<file path="src/rtl/regfile_write_sequencer.sv">
// Write-side sequencer for a latch-based register file.
// Accepts writes over WE/READY, holds one active and one pending request,
// and drives D plus a one-hot WEN/nWEN pulse with setup and hold margins.
// Optional macro WRITE_FORWARD_EN adds a combinational forwarding lookup
// (FWD_RADDR / FWD_HIT / FWD_DATA) over the pending and active slots.
module regfile_write_sequencer #(
  parameter int NREGS        = 32,
  parameter int AW           = 5,
  parameter int XLEN         = 32,
  parameter int SETUP_CYCLES = 1,
  parameter int PULSE_CYCLES = 1
) (
  input  logic             CLK,
  input  logic             RST,
  input  logic             WE,
  input  logic [AW-1:0]    WADDR,
  input  logic [XLEN-1:0]  WDATA,
  output logic             READY,
  output logic             BUSY,
  output logic [XLEN-1:0]  D,
  output logic [NREGS-1:0] WEN,
  output logic [NREGS-1:0] nWEN
`ifdef WRITE_FORWARD_EN
  ,
  input  logic [AW-1:0]    FWD_RADDR,
  output logic             FWD_HIT,
  output logic [XLEN-1:0]  FWD_DATA
`endif
);

  localparam int MAXC = (SETUP_CYCLES > PULSE_CYCLES) ? SETUP_CYCLES : PULSE_CYCLES;
  localparam int CW   = (MAXC > 1) ? $clog2(MAXC) : 1;
  localparam logic [AW:0] NREGS_W = (AW+1)'(NREGS);

  typedef enum logic [1:0] {IDLE, SETUP, PULSE, HOLD} state_t;

  state_t          state, state_n;
  logic [CW-1:0]   cnt, cnt_n;
  logic [AW-1:0]   act_addr, act_addr_n;
  logic [XLEN-1:0] act_data, act_data_n;
  logic            pend_valid, pend_valid_n;
  logic [AW-1:0]   pend_addr, pend_addr_n;
  logic [XLEN-1:0] pend_data, pend_data_n;
  logic [XLEN-1:0] d_n;
  logic [NREGS-1:0] wen_n;
  logic            accept, take;

  assign READY  = !pend_valid && !RST;
  assign BUSY   = (state != IDLE) || pend_valid;
  assign accept = WE && READY;
  // Row 0 and out-of-range rows complete the handshake but are never written.
  assign take   = accept && (WADDR != '0) && ({1'b0, WADDR} < NREGS_W);

  // State, slot and registered-output update
  always_ff @(posedge CLK) begin
    if (RST) begin
      state      <= IDLE;
      cnt        <= '0;
      act_addr   <= '0;
      act_data   <= '0;
      pend_valid <= 1'b0;
      pend_addr  <= '0;
      pend_data  <= '0;
      D          <= '0;
      WEN        <= '0;
      nWEN       <= '1;
    end else begin
      state      <= state_n;
      cnt        <= cnt_n;
      act_addr   <= act_addr_n;
      act_data   <= act_data_n;
      pend_valid <= pend_valid_n;
      pend_addr  <= pend_addr_n;
      pend_data  <= pend_data_n;
      D          <= d_n;
      WEN        <= wen_n;
      nWEN       <= ~wen_n;
    end
  end

  // Next-state and slot management
  always_comb begin
    state_n      = state;
    cnt_n        = cnt;
    act_addr_n   = act_addr;
    act_data_n   = act_data;
    pend_valid_n = pend_valid;
    pend_addr_n  = pend_addr;
    pend_data_n  = pend_data;
    unique case (state)
      IDLE: begin
        if (take) begin
          act_addr_n = WADDR;
          act_data_n = WDATA;
          cnt_n      = CW'(SETUP_CYCLES - 1);
          state_n    = SETUP;
        end
      end
      SETUP: begin
        if (take) begin
          pend_valid_n = 1'b1;
          pend_addr_n  = WADDR;
          pend_data_n  = WDATA;
        end
        if (cnt == '0) begin
          cnt_n   = CW'(PULSE_CYCLES - 1);
          state_n = PULSE;
        end else begin
          cnt_n = cnt - 1'b1;
        end
      end
      PULSE: begin
        if (take) begin
          pend_valid_n = 1'b1;
          pend_addr_n  = WADDR;
          pend_data_n  = WDATA;
        end
        if (cnt == '0) state_n = HOLD;
        else           cnt_n   = cnt - 1'b1;
      end
      HOLD: begin
        // READY is low whenever pending is valid, so a HOLD-cycle accept can
        // only occur with pending empty and is loaded straight into active.
        if (pend_valid) begin
          act_addr_n   = pend_addr;
          act_data_n   = pend_data;
          pend_valid_n = 1'b0;
          cnt_n        = CW'(SETUP_CYCLES - 1);
          state_n      = SETUP;
        end else if (take) begin
          act_addr_n = WADDR;
          act_data_n = WDATA;
          cnt_n      = CW'(SETUP_CYCLES - 1);
          state_n    = SETUP;
        end else begin
          state_n = IDLE;
        end
      end
      default: state_n = IDLE;
    endcase
  end

  // Next values of the registered bus and enable outputs
  always_comb begin
    d_n   = (state_n != IDLE) ? act_data_n : D;
    wen_n = '0;
    for (int unsigned i = 0; i < NREGS; i++) begin
      wen_n[i] = (state_n == PULSE) && ({1'b0, act_addr_n} == (AW+1)'(i));
    end
  end

`ifdef WRITE_FORWARD_EN
  // Forwarding lookup; pending is younger and takes priority
  always_comb begin
    FWD_HIT  = 1'b0;
    FWD_DATA = '0;
    if (FWD_RADDR != '0) begin
      if (pend_valid && (pend_addr == FWD_RADDR)) begin
        FWD_HIT  = 1'b1;
        FWD_DATA = pend_data;
      end else if ((state != IDLE) && (act_addr == FWD_RADDR)) begin
        FWD_HIT  = 1'b1;
        FWD_DATA = act_data;
      end
    end
  end
`endif

endmodule

</file>
<file path="config.mk">
export PLATFORM = sky130hd
export DESIGN_NAME = regfile_write_sequencer
export DESIGN_NICKNAME = d
export VERILOG_FILES = /design/src/rtl/regfile_write_sequencer.sv
export SDC_FILE = /design/constraint.sdc
export NUM_CORES = 1
export LEC_CHECK = 0
export ABC_AREA = 1
export CAP_MARGIN = 5
export CORE_ASPECT_RATIO = 2
export CORE_MARGIN = 2
export CORE_UTILIZATION = 48
export CTS_BUF_LIST = sky130_fd_sc_hd__clkbuf_8
export DETAILED_ROUTE_END_ITERATION = 6
export HOLD_SLACK_MARGIN = 0.15
export PLACE_DENSITY = 0.78
export SLEW_MARGIN = 20
export SYNTH_ARGS = -nofsm -noshare
export SYNTH_HDL_FRONTEND = slang
export SYNTH_SLANG_ARGS = --single-unit
</file>
<file path="constraint.sdc">
create_clock -name CLK -period 2.1 [get_ports CLK]
set_input_delay 0.315 -clock CLK [delete_from_list [all_inputs] [get_ports CLK]]
set_output_delay 0.315 -clock CLK [all_outputs]
set_load 0.02 [all_outputs]
</file>
==> impl_metrics.tcl <==
set metrics [dict create \
    worstMarginPinSlew_ps 569 \
    place_ws_ps -113 \
    skew_ps 10.6 \
    drc 0 \
    power_density_mw_per_mm2 1310 \
    drt_iter0_drc 328 \
    cp-start-kind "register" \
    path_class "register to register" \
    synthCells 918 \
    cp-end-kind "register" \
    layout_commonest_cell "dfxtp_1" \
    yosys_warnings 0 \
    hpwl_um 11200 \
    post_cts_buffers 0 \
    die_w_um 88.8 \
    drv_slew 0 \
    synth_compound_area_share_pct 14.2 \
    cts_sinks 174 \
    io_pins 138 \
    critical-path-max-stage-delay_ps 390 \
    synthAdderAreaFrac_pct 0.725 \
    drive_above_1_share_pct 10.2 \
    hold_path_class "primary input to register" \
    relSlewSlack_pct 62.1 \
    syn-mean-instance-area_um2 7.52 \
    die-area_mm2 0.0154 \
    grt_pass1_wl_um 27800 \
    hold_viol 0 \
    grtUsageTotal_pct 22.8 \
    final_core_util_pct 64.2 \
    synth_top_family_by_area "simple AND/OR/NAND/NOR gates" \
    coreArea_mm2 0.0142 \
    synth_cell_types 29 \
    first_global_vias 5947 \
    num_vias 6220 \
    crit_family "simple AND/OR/NAND/NOR gates" \
    path_cells "inv_1, ha_4, clkinv_4, or2_2, nand2_1, nand2_4, nand2_1, inv_2, buf_4, nand3_1, nor2_1" \
    gp_congestion 0.829 \
    ir_drop_mv 0.725 \
    path_buf_inv 4 \
    start_util_pct 48.6 \
    layout.nets 1100 \
    worst_path_max_delay_cell "dfxtp_1" \
    syn_area_mm2 0.00691 \
    synth_simple_gate_area_share_pct 22.6 \
    tritoncts.num_buffers 17 \
    antenna_cells 0 \
    clkLatencyLatePin_ps 460 \
    grt-ovfl-total 0 \
    antenna_found_initial 0 \
    dieHeight_um 174 \
    outcome "finished, final reports clean" \
    max_freq_mhz 503 \
    yosysSeqAreaShare_pct 50.4 \
    clk_pin_slew_ps 90 \
    crit_top_cell "nand2_1" \
    fillers 1218 \
    synth-seq-cells 174 \
    clockRootBuffer "clkbuf_8" \
    wl_per_cell_um 13.5 \
    layout_common_cells "dfxtp_1, nand2_1, inv_1, clkdlybuf4s50_1, o21ai_0" \
    htreeDepth 4 \
    cp.required_ps 2460 \
    wl_um 17000 \
    synthXorXnorAreaFrac_pct 0 \
    cts_max_path_buffers 2 \
    area_growth_syn_to_layout_pct 32.0 \
    hold_buffers 0 \
    setup_viol 0 \
    dr.pass1.iters 5 \
    vias_per_cell 4.94 \
    grt_start_max_net_pins 60 \
    ant_nets 0 \
    synthMuxAreaShare_pct 0 \
    arrival_ps 2350 \
    syn-num-nets 962 \
    setup_ws_ps 110 \
    worst-path-max-fanout 12 \
    numPortBuffers 137 \
    rows 62 \
    post-route-period-util_pct 94.8 \
    fin_crit_ps 1990 \
    cts_tree "done" \
    drv_cap 0 \
    p_leak_nw 3.84 \
]
layer usage:
metal  track usage, %  vias up  share of wire, %
met2             36.1      181                49
met3             5.43       21               5.3
met4             9.22        0               2.0
met5                0        -                 0
li1                 -     3148                 -
met1             29.5     2870                43
final timing paths:
path            startpoint             to  slack [ps]  cells after the start
max               state[0]        WEN[15]         110                     11
min                    RST       state[1]         190                      4
min reg2reg  pend_data[19]  pend_data[19]         460                      2
max reg2reg       state[0]        WEN[15]         110                     11
cell usage after synthesis (all sizes together):
master | number | area share, %
buf | 31 | 3.0
nand3b | 1 | 0.11
nor3 | 1 | 0.072
nand2 | 176 | 10
nor2 | 85 | 5.6
clkbuf | 23 | 1.3
a221oi | 1 | 0.13
a21oi | 73 | 5.4
dfxtp | 174 | 50
nand3 | 85 | 6.5
inv | 142 | 7.8
clkinv | 1 | 0.054
ha | 4 | 0.72
or2 | 2 | 0.18
o21ai | 119 | 8.6
worst min-delay path, stage by stage:
cell and delay (ps):
buf_2 110, inv_4 50, nand2_1 100, inv_2 50
power breakdown:
part	internal (mW)	switching (mW)
combinational	2.06	3.30
sequential	3.90	0.261
clock	1.19	1.26
state kept, by name, summed over array words and instances (netlist names):
name and flops:
D 32, act_data 32, cnt 1, act_addr 5, pend_data 32, state 2, pend_valid 1, WEN 32
pend_addr 5, nWEN 32
repair_timing:
action,in CTS,in global routing
endpoints found under the setup margin,1,84
pin swaps,0,0
gates resized for setup,1,12
endpoints found under the hold margin,0,0
cloned,0,0
metrics by stage:
step	hold slack [ps]	setup TNS, ps	std cells	area (um2)	power (mW)
final	194	0	1260	9110	12.0
after floorplan	425	0	918	6910	7.67
after global routing	174	-42.7	1260	9110	12.8
after detailed placement	444	-4960	1229	8660	9.46
after CTS	160	0	1260	9070	11.9
after global placement	433	-2280	1229	8660	9.32
logic make-up after synthesis:
kind of cell,Yosys count
fa+ha+maj,4
compound gates,193
flops,174
buf+inv,197
simple gates,350
cell type report:
type                            instances  area [um2]  area share [%]
Clock buffer                           17         234            2.57
Sequential cell                       174        3480            38.2
Timing Repair Buffer                  173        1800            19.8
Clock inverter                         14         180            1.98
Multi-Input combinational cell        547        2630            28.8
Tap cell                              192         240            2.64
Inverter                              143         547            6.00
(Power assumes the default switching activity.)
==> RTL change 1 (same flow settings) <==
Re-encode `state_t` (4 states) as Gray code, 2 bits wide.
--- a/src/rtl/regfile_write_sequencer.sv
+++ b/src/rtl/regfile_write_sequencer.sv
@@ -32,7 +32,7 @@
   localparam int CW   = (MAXC > 1) ? $clog2(MAXC) : 1;
   localparam logic [AW:0] NREGS_W = (AW+1)'(NREGS);
 
-  typedef enum logic [1:0] {IDLE, SETUP, PULSE, HOLD} state_t;
+  typedef enum logic [1:0] {IDLE = 2'b00, SETUP = 2'b01, PULSE = 2'b11, HOLD = 2'b10} state_t;
 
   state_t          state, state_n;
   logic [CW-1:0]   cnt, cnt_n;
Function: same outputs for any inputs over 10 cycles, from zero or initial values and one cycle with RST high; not proved beyond that.
==> RTL change 1 against the original RTL <==
Area after synthesis increased by 0.78%. Sequential cell count unchanged. Critical path depth decreased by 8. Routed wire length increased by 6.1%. Final area increased by 1.2%. Setup slack improved by 0.024 ns. Fmax increased by 1.2%.
Power is not compared: it rests on default switching activity, and its combinational part moved more than twofold at a synthesized area within 25%.
==> RTL change 1: results <==
metrics = {
    "final_layout": {
        "multiInputGateArea_mm2": 0.00290,
        "n_multi_input_combinational_cell": 650,
        "layoutNonFillerInstCount": 1326,
        "area_share_clock_buf_inv_pct": 4.34,
        "final_core_util_pct": 64.6,
        "synthToLayoutAreaGrowth_pct": 32.5,
        "n_fill_cell": 1317,
        "layout.non_clock_inverters": 82,
        "nonClkBufAreaFrac_pct": 20.4,
        "multi_input_gate_share_of_the_layout_cell_area_pct": 31.5,
        "nNetsFinal": 1162,
    },
    "setup_path": {
        "crit_family": "buffers and inverters",
        "regToRegEndpoint": "WEN[16]$_SDFF_PP0_",
        "crit_arrival_ns": 1.65,
        "path_max_fanout": 13,
        "critical_path.endpoint": "BUSY",
    },
    "min_path": {
        "hold_depth": 2,
        "min_path_type": "flip-flop to flip-flop",
    },
    "global_routing": {
        "grtUsageMet2_pct": 40.6,
        "groute.layer.met3.usage_pct": 3.89,
        "met1_usage_grt_pct": 27.0,
        "grt_first_pass_wirelength_um": 29200,
        "first_global_vias": 6236,
        "grt.total_usage_pct": 23.8,
        "largest_net_degree_at_the_start_of_global_routing": 83,
    },
    "sta": {
        "period_needed_ns": 1.97,
        "max_slew.worst_pin.slew_ns": 0.774,
        "timing.clock.skew_ns": 0.0113,
    },
    "synthesis": {
        "seq_area_frac_synth_pct": 50.1,
        "synth_commonest_cells": "nor2_1 (224), nand2_1 (191), dfxtp_1 (174)",
        "synth.area.top_cells": "dfxtp_1 (50%), nor2_1 (12%), nand2_1 (10%)",
        "synth_fp_nets": 1002,
        "syn-instance-count": 962,
    },
    "route": {
        "wl_met2_um": 9350,
        "routed_wirelength_um": 18000,
        "detail_route.wirelength.met1_um": 7120,
        "route.met3.wl_um": 760,
        "detailedRoute.firstIterationViolations": 307,
    },
    "placed_design": {
        "pre_cts_ws_ns": -0.139,
        "routabilityCongestion": 0.832,
        "hpwl_um": 12300,
        "standard_cell_area_after_detailed_placement_mm2": 0.00882,
    },
    "run_status": {
        "status": "finished clean",
    },
}
-- RTL change 1: cell count changes in the layout (fill, tap and decap cells not counted), moves of 5 or more --
| cell | change |
|---|---|
| nor2_1 | +148 |
| inv_1 | -63 |
| nand3_1 | -40 |
| a21oi_1 | -34 |
| buf_4 | +32 |
| nand2_1 | +29 |
| o21ai_0 | -27 |
| and2_1 | +14 |
| nand4_1 | +14 |
| a211oi_1 | +10 |
| buf_12 | -8 |
| inv_2 | +5 |
-- RTL change 1: worst min-delay path by stage --
| stage | startpoint | to | slack (ns) |
|---|---|---|---|
| detailed placement | pend_data[19]$_SDFFE_PP0P_ | pend_data[19]$_SDFFE_PP0P_ | 0.45 |
| global placement | pend_data[8]$_SDFFE_PP0P_ | pend_data[8]$_SDFFE_PP0P_ | 0.44 |
| global route | WDATA[25] | pend_data[25]$_SDFFE_PP0P_ | 0.48 |
| finish | pend_data[31]$_SDFFE_PP0P_ | pend_data[31]$_SDFFE_PP0P_ | 0.46 |
| CTS | pend_data[19]$_SDFFE_PP0P_ | pend_data[19]$_SDFFE_PP0P_ | 0.46 |
| floorplan | pend_data[19]$_SDFFE_PP0P_ | pend_data[19]$_SDFFE_PP0P_ | 0.43 |
-- RTL change 1: cells by family (layout without fill, tap and decap cells) --
family                 after synthesis  count (layout)  share of synthesized area [%]
AO/OA/AOI/OAI                      141             141                           10.7
buffers and inverters              138             310                           8.25
flip-flops                         174             174                           50.1
AND/OR/NAND/NOR                    509             509                           31.0
-- RTL change 1: repair_timing --
item / CTS / global route
buffers inserted: 0 / 0
hold buffers: 0 / 0
endpoints found under the setup margin: 1 / 1
pin swaps: 0 / 0
gates resized for setup: 1 / 1
-- RTL change 1: report_power, final --
part,internal [W],switching [W]
registers,0.00350,0.0000977
logic,0.000653,0.000941
clock network,0.00117,0.00125
==> RTL change 2 (same settings) <==
Without the edit above. Build with the macro `WRITE_FORWARD_EN` defined.
--- a/src/rtl/regfile_write_sequencer.sv
+++ b/src/rtl/regfile_write_sequencer.sv
@@ -3,6 +3,8 @@
 // and drives D plus a one-hot WEN/nWEN pulse with setup and hold margins.
 // Optional macro WRITE_FORWARD_EN adds a combinational forwarding lookup
 // (FWD_RADDR / FWD_HIT / FWD_DATA) over the pending and active slots.
+`define WRITE_FORWARD_EN
+
 module regfile_write_sequencer #(
   parameter int NREGS        = 32,
   parameter int AW           = 5,
Ports: changed (added FWD_DATA, FWD_HIT and FWD_RADDR); port bits go from 138 to 176. The function was not compared with the original's and may differ.
==> RTL change 2 against the original RTL <==
The run now ends with negative setup slack left. Final area is 24% higher. Setup slack worse by 0.45 ns. Count of clock-buffer cells in the layout stayed put. Total power grew 18%. Via count increased by 27%. Sequential cell count unchanged. Worst hold slack gained 0.050 ns. Area after synthesis is 7.9% higher. Combinational power is 39% higher. First-iteration DRC count is 31% higher. Routed wire length rose by 44%.
==> RTL change 2: results <==
metrics = {
    "run_status": {
        "status": "finished with violations",
        "violations": "negative setup slack",
    },
    "pwr": {
        "ir_worst_vdd_mv": 0.882,
        "power_leakage_nw": 4.77,
    },
    "synthesis": {
        "seq_area_frac_synth_pct": 46.7,
        "dominantRegCellSynth": "dfxtp_1",
        "asyncSetResetFlopFracSynth_pct": 0,
        "syn-instance-count": 1045,
        "synth.area.top_cells": "dfxtp_1 (47%), nand2_1 (11%), o21ai_0 (8.1%)",
        "synth_fp_nets": 1094,
        "synth_commonest_cells": "nand2_1 (220), dfxtp_1 (174), inv_1 (130)",
        "number_of_distinct_library_cells_after_synthesis": 33,
    },
    "global_routing": {
        "grt_first_pass_wirelength_um": 37000,
        "grt.total_usage_pct": 28.3,
        "antenna_found_initial": 1,
        "first_global_vias": 7525,
        "largest_net_degree_at_the_start_of_global_routing": 61,
    },
    "final_layout": {
        "antenna_cells": 0,
        "nNetsFinal": 1332,
        "layoutNonFillerInstCount": 1494,
        "layout-drive-gt1-share_pct": 23.2,
        "synthToLayoutAreaGrowth_pct": 51.3,
    },
    "route": {
        "route.detailed.vias_per_inst": 5.28,
        "detailedRoute.firstIterationViolations": 431,
        "drt_first_pass_iters": 5,
        "routed_wirelength_um": 24400,
    },
    "sta": {
        "final.setup.tns_ns": -9.64,
        "timing.clock.skew_ns": 0.0121,
        "max_slew.worst_pin.slew_ns": 0.700,
        "finalSetupViolCount": 33,
        "worst_slack_ns": -0.337,
    },
    "placed_design": {
        "numPortBuffers": 175,
        "hpwl_um": 15400,
        "routabilityCongestion": 0.947,
        "dpl.cell_count": 1431,
        "standard_cell_area_after_detailed_placement_mm2": 0.00986,
    },
    "clock_tree": {
        "clk_root_buffer_cell": "clkbuf_8",
    },
    "setup_path": {
        "path_max_fanout": 8,
    },
}
RTL change 2: power by group:
group / switching [W] / internal (W)
Combinational: 0.00424 / 0.00318
Sequential: 0.000290 / 0.00382
Clock: 0.00142 / 0.00112
Total: 0.00596 / 0.00813
RTL change 2: logic make-up after synthesis:
group | share of synthesized area (%)
AOI/OAI and AO/OA | 14.6
and+or+nand+nor | 26.3
adders and majority gates | 0.672
xor gates and xnor gates | 0.353
DFF | 46.7
buffers and inverters | 11.2
RTL change 2: layer usage:
| metal | vias up | track usage, % | wire (um) |
|---|---|---|---|
| met4 | 2 | 17.5 | 1170 |
| met2 | 384 | 53.5 | 13600 |
| li1 | 3769 | - | - |
| met5 | - | 0 | 13 |
| met3 | 90 | 4.68 | 1280 |
| met1 | 3636 | 27.6 | 8320 |
RTL change 2: cell type report:
cell class	count	area, um2
inverters	138	531
flip-flops and latches	174	3490
clock buffers	17	234
clock inverters	15	196
multi-input cells	669	3560
fillers	1128	3940
repair buffers	283	3020
well taps	198	248
RTL change 2: worst paths after layout:
check / startpoint / endpoint / slack [ns] / cells after the start
setup / recovery: state[1]$_SDFF_PP0_ / FWD_DATA[12] / -0.34 / 10
hold / removal: RST / state[1]$_SDFF_PP0_ / 0.24 / 4
setup reg to reg: state[1]$_SDFF_PP0_ / nWEN[12]$_SDFF_PP1_ / 0.03 / 12
hold reg to reg: pend_data[1]$_SDFFE_PP0P_ / pend_data[1]$_SDFFE_PP0P_ / 0.47 / 2
RTL change 2: critical path, cell delays in order (launching register included):
cell and delay, ns:
dfxtp_2 0.34, inv_2 0.05, ha_4 0.15, inv_2 0.06
o21ai_2 0.05, nor2_2 0.10, nand4_1 0.11, a21o_4 0.25
bufbuf_16 0.30, nor2_1 0.10, buf_4 0.15
RTL change 2: through the flow:
step           hold WS [ns]  setup slack (ns)
3_3_place_gp          0.448            -0.716
3_5_place_dp          0.454            -0.726
4_1_cts               0.203            -0.362
6_report              0.244            -0.337
2_1_floorplan         0.436            0.0831
5_1_grt               0.243            -0.414
RTL change 2: repair_timing:
item,4_1_cts,5_1_grt
setup endpoints to repair,83,147
buffers inserted,14,13
gates resized for setup,282,92
hold endpoints to repair,0,0
cloned,6,2
pin swaps,21,16
